==> config.mk <==
export PLATFORM = sky130hd
export DESIGN_NAME = ifu_fetch
export DESIGN_NICKNAME = d
export VERILOG_FILES = /design/src/rtl/ifu_fetch.sv
export SDC_FILE = /design/constraint.sdc
export NUM_CORES = 1
export LEC_CHECK = 0
export CORE_AREA = 2 2 134 136
export DETAILED_ROUTE_END_ITERATION = 10
export DIE_AREA = 0 0 136 138
export PLACE_DENSITY_LB_ADDON = 0.3
export SYNTH_ARGS = -nofsm -noshare
export SYNTH_HDL_FRONTEND = slang
export SYNTH_SLANG_ARGS = --single-unit
==> constraint.sdc <==
create_clock -name clk -period 2.6 [get_ports clk]
set_input_delay 0.52 -clock clk [delete_from_list [all_inputs] [get_ports clk]]
set_output_delay 0.52 -clock clk [all_outputs]
set_load 0.05 [all_outputs]
==> src/rtl/ifu_fetch.sv <==
// rtl/ifu_fetch.sv - instruction fetch: PC sequencing, one outstanding imem request, instruction buffer
// Optional macro IFU_MISALIGN_CHK_EN: flag and halt fetch on misaligned redirect targets.
module ifu_fetch #(
  parameter int unsigned     XLEN      = 32,
  parameter logic [XLEN-1:0] RESET_PC  = 32'h8000_0000,
  parameter int unsigned     BUF_DEPTH = 2
) (
  input  logic            clk,
  input  logic            rst,
  output logic            imem_req_valid,
  output logic [XLEN-1:0] imem_req_addr,
  input  logic            imem_req_ready,
  input  logic            imem_rsp_valid,
  input  logic [31:0]     imem_rsp_data,
  input  logic            redirect_valid,
  input  logic [XLEN-1:0] redirect_pc,
  output logic            out_valid,
  output logic [31:0]     out_inst,
  output logic [XLEN-1:0] out_pc,
  input  logic            out_ready,
  output logic            misalign
);

  localparam int unsigned      PTR_W   = (BUF_DEPTH > 1) ? $clog2(BUF_DEPTH) : 1;
  localparam int unsigned      CNT_W   = PTR_W + 1;
  localparam logic [CNT_W-1:0] DEPTH_C = CNT_W'(BUF_DEPTH);

  localparam logic [1:0] S_IDLE = 2'd0;
  localparam logic [1:0] S_REQ  = 2'd1;
  localparam logic [1:0] S_WAIT = 2'd2;

  logic [1:0]       state_q, state_d;
  logic [XLEN-1:0]  pc_q, pc_d;
  logic [XLEN-1:0]  req_addr_q, req_addr_d;
  logic             drop_q, drop_d;
  logic             misalign_q, misalign_d;
  logic [PTR_W-1:0] rd_ptr_q, rd_ptr_d;
  logic [PTR_W-1:0] wr_ptr_q, wr_ptr_d;
  logic [CNT_W-1:0] count_q, count_d, count_nxt;
  logic [31:0]      buf_inst_q [BUF_DEPTH];
  logic [31:0]      buf_inst_d [BUF_DEPTH];
  logic [XLEN-1:0]  buf_pc_q [BUF_DEPTH];
  logic [XLEN-1:0]  buf_pc_d [BUF_DEPTH];

  logic             outstanding, credit, accept, push, pop;
  logic             redir_misaligned;
  logic [XLEN-1:0]  redir_target;
  logic [CNT_W:0]   used;

`ifdef IFU_MISALIGN_CHK_EN
  assign redir_target     = redirect_pc;
  assign redir_misaligned = |redirect_pc[1:0];
  assign misalign         = misalign_q;
`else
  assign redir_target     = redirect_pc & ~XLEN'(3);
  assign redir_misaligned = 1'b0;
  assign misalign         = 1'b0;
`endif

  // A dropped response still occupies the single request slot until it returns.
  assign outstanding    = (state_q == S_WAIT) || drop_q;
  assign used           = {1'b0, count_q} + {{CNT_W{1'b0}}, outstanding};
  assign credit         = used < {1'b0, DEPTH_C};
  assign imem_req_valid = (state_q == S_REQ) && credit && !drop_q && !misalign_q;
  assign imem_req_addr  = pc_q;
  assign accept         = imem_req_valid && imem_req_ready;

  assign push      = imem_rsp_valid && (state_q == S_WAIT) && !drop_q && !redirect_valid;
  assign pop       = out_valid && out_ready && !redirect_valid;
  assign count_nxt = count_q + CNT_W'(push) - CNT_W'(pop);

  assign out_valid = (count_q != '0);
  assign out_inst  = out_valid ? buf_inst_q[rd_ptr_q] : '0;
  assign out_pc    = out_valid ? buf_pc_q[rd_ptr_q] : '0;

  always_comb begin
    state_d    = state_q;
    pc_d       = pc_q;
    req_addr_d = req_addr_q;
    drop_d     = drop_q;
    misalign_d = misalign_q;
    case (state_q)
      S_IDLE: if (credit) state_d = S_REQ;
      S_REQ: begin
        if (accept) begin
          state_d    = S_WAIT;
          pc_d       = pc_q + XLEN'(4);
          req_addr_d = pc_q;
        end
      end
      S_WAIT: begin
        if (imem_rsp_valid) state_d = (count_nxt < DEPTH_C) ? S_REQ : S_IDLE;
      end
      default: state_d = S_IDLE;
    endcase
    if (drop_q && imem_rsp_valid) drop_d = 1'b0;
    // Redirect overrides everything decided above in the same cycle.
    if (redirect_valid) begin
      state_d    = S_REQ;
      pc_d       = redir_target;
      drop_d     = (outstanding && !imem_rsp_valid) || accept;
      misalign_d = redir_misaligned;
    end
  end

  always_comb begin
    buf_inst_d = buf_inst_q;
    buf_pc_d   = buf_pc_q;
    rd_ptr_d   = rd_ptr_q;
    wr_ptr_d   = wr_ptr_q;
    count_d    = count_nxt;
    if (push) begin
      buf_inst_d[wr_ptr_q] = imem_rsp_data;
      buf_pc_d[wr_ptr_q]   = req_addr_q;
      wr_ptr_d             = wr_ptr_q + PTR_W'(1);
    end
    if (pop) rd_ptr_d = rd_ptr_q + PTR_W'(1);
    if (redirect_valid) begin
      rd_ptr_d = '0;
      wr_ptr_d = '0;
      count_d  = '0;
    end
  end

  always_ff @(posedge clk or negedge rst) begin
    if (!rst) begin
      state_q    <= S_IDLE;
      pc_q       <= RESET_PC;
      req_addr_q <= '0;
      drop_q     <= 1'b0;
      misalign_q <= 1'b0;
      rd_ptr_q   <= '0;
      wr_ptr_q   <= '0;
      count_q    <= '0;
      buf_inst_q <= '{default: '0};
      buf_pc_q   <= '{default: '0};
    end else begin
      state_q    <= state_d;
      pc_q       <= pc_d;
      req_addr_q <= req_addr_d;
      drop_q     <= drop_d;
      misalign_q <= misalign_d;
      rd_ptr_q   <= rd_ptr_d;
      wr_ptr_q   <= wr_ptr_d;
      count_q    <= count_d;
      buf_inst_q <= buf_inst_d;
      buf_pc_q   <= buf_pc_d;
    end
  end

  a_no_overflow: assert property (@(posedge clk) disable iff (!rst)
    !(push && !pop && (count_q == DEPTH_C)));

endmodule

==> impl_metrics.toml <==
[cells_and_area]
area_delta_synth_final_pct = 29.4
diodes = 0
fin_area_um2 = 11400
utilization = 0.652
drive_gt1_frac = 0.322
final_nets = 961

[synthesis]
yosysUniqueCellTypes = 50
async_reset_ff_frac = 1.00
synth_edf_count = 0
synth_area_leaders = "dfrtp_1 (54%), mux2_2 (19%), mux2i_1 (7.1%)"
yosys.cell_count.top_type = "dfrtp_1"
syn_area_um2 = 8840
synth_commonest_cells = "dfrtp_1 (190), mux2_2 (151), nor2_1 (83), mux2i_1 (63), clkbuf_1 (34)"
ys_ff_latch = 191
synth.avg_cell_area_um2 = 12.2
ys_seq_area_frac = 0.541
synthCells = 726
yosysTopAreaCellShare = 0.538
yosys.area.top_type = "dfrtp_1"
ys.warnings.count = 0
synth_top_flop_cell = "dfrtp_1"

[worst_setup_path]
slowest_delay_ns = 0.47
cp_cell_sequence = "nor2_4 -> buf_6 -> nor2_1 -> buf_4"
cp.arrival_ns = 1.91
crit_path_start_kind = "register"
crit_fanout = 62
critPathTopFamily = "buffers and inverters"
critPathBufInv = 2
crit_type = "reg -> out"
crit_path_top_delay_cell = "buf_6"
required_ns = 2.08
crit_path_end_kind = "output port"

[pwr]
ir_drop_v = 0.000520
p_leak_nw = 5.03
powerDensity_nw_per_um2 = 715

[floorplan]
initial_core_util = 0.504
io_pins = 169
fp.dieArea_um2 = 18800
rows = 49
die_w_um = 136
core_um2 = 17500
dieHeight_um = 138

[cts]
postCtsHoldBufs = 0
worstSkewPairLatency_ns = 0.43
cts_buffer_depth = 2
path_clk_slew_ns = 0.07
clock_sinks = 191
cts_buffers = 17
cts_tree = "built"
cts-root-buf = "clkbuf_16"
htree_levels = 4
cts_setup_buffers = 0

[place]
dpl_worst_slack_ns = -0.225
dp_hpwl_mm = 14.3
portBuffers = 161
dpl_cell_area_um2 = 10900
gp_congestion = 0.833

[timing]
setup_viol = 0
rsz0062_at_grt = "false"
timing.final.crit_share = 0.936
tightest_slew_ns = 0.563
min_period_ns = 2.43
slew_headroom = 0.624
fmax_ghz = 0.411
timing.final.ws_setup_ns = 0.165
hold_violations = 0
skew_ns = 0.00933
slew_viol_final = 0

[routing]
via_count = 6407
avgViaCountPerCell = 5.67
drt_iter0_drc = 361
routed_wl_mm = 21.0
ant_nets = 0
post-route-drc-count = 0
dr.pass1.iters = 5
wire_per_inst_um = 18.5

[worst_hold_path]
hold_class = "in -> async"

[grt]
grt_max_degree = 70
grt_pass1_vias = 6728
grt_pass1_wl_mm = 34.2
grt-ovfl-total = 0
antenna_found_initial = 0
grt_use_total = 0.231

[run_status]
status = "finished clean"

[run]
maxCapViolCount = 0
[through the flow]
step | total power, mW | hold WS [ns] | std cells | TNS (ns)
global route | 8.58 | 0.131 | 1130 | 0
CTS | 8.24 | 0.104 | 1130 | 0
detailed placement | 5.69 | 0.493 | 1098 | -0.225
floorplan | 5.02 | 0.224 | 730 | 0
finish | 8.17 | 0.0730 | 1130 | 0
global placement | 5.55 | 0.484 | 1098 | -0.0954
[cell families after synthesis]
kind of cell | share of synthesized area
adder cells (fa/ha/maj) | 0.00425
other | 0.000424
multiplexers | 0.264
AND/OR/NAND/NOR | 0.108
flip-flops | 0.541
XOR/XNOR | 0.00991
buffers and inverters | 0.0275
AO/OA/AOI/OAI | 0.0450
[per-layer routing]
layer,global-route usage,vias up,routed length (um)
met2,0.380,221,10500
met3,0.0411,23,1190
met4,0.0729,0,252
met1,0.312,3223,9010
met5,0,-,0
li1,-,2940,-
[final cells by class]
type	count	area [um2]
clock buffers	19	453
repair buffers	187	1890
well taps	229	287
inverters	9	33.8
clock inverters	13	126
flip-flops and latches	191	4780
multi-input cells	482	3860
fillers	1266	6100
[worst paths after layout]
path	start	endpoint	slack, ns	depth (start not counted)
setup / recovery	count_q[1]	out_pc[21]	0.17	4
hold / removal	rst	buf_inst_q[46]	0.07	1
setup reg to reg	drop_q	state_q[0]	0.30	9
hold reg to reg	buf_inst_q[63]	buf_inst_q[63]	0.50	1
max in group asynchronous	rst	imem_req_addr[8]	1.72	2
min in group clk	buf_inst_q[63]	buf_inst_q[63]	0.50	1
[sequential cells by signal, indices dropped and copies added, names as in the netlist]
name and count:
drop_q 1, buf_pc_q 60, rd_ptr_q 1, req_addr_q 30, state_q 2, buf_inst_q 64
wr_ptr_q 1, imem_req_addr 30, count_q 2
[layout by cell type, fill, tap and decap left out, types with 6 or more instances in the layout]
cell type        Yosys  final
buf_4                5     70
o21ai_0             14     14
nand4_1             10     10
mux2i_1             63     63
a21oi_1              6      6
nand2_1             29     28
inv_1                9      8
nand3_1             16     15
a31oi_1             15     15
o31ai_1             12     12
nor2_1              83     81
dfrtp_1            190    189
or4_1               20     20
clkbuf_16            0     17
clkdlybuf4s50_1      0     96
buf_12               0     19
xor2_1               7      7
mux2_2             151    151
[repair_timing]
item / in CTS / in global routing
gates resized for setup: 1 / 0
setup endpoints to repair: 3 / 0
endpoints found under the hold margin: 0 / 0
[where the power goes]
group	internal, mW	total [mW]	switching [mW]
combinational	0.844	1.64	0.796
sequential	3.56	3.99	0.433
clock	1.39	2.54	1.15
Note: power is estimated with default switching activity, not from simulation.
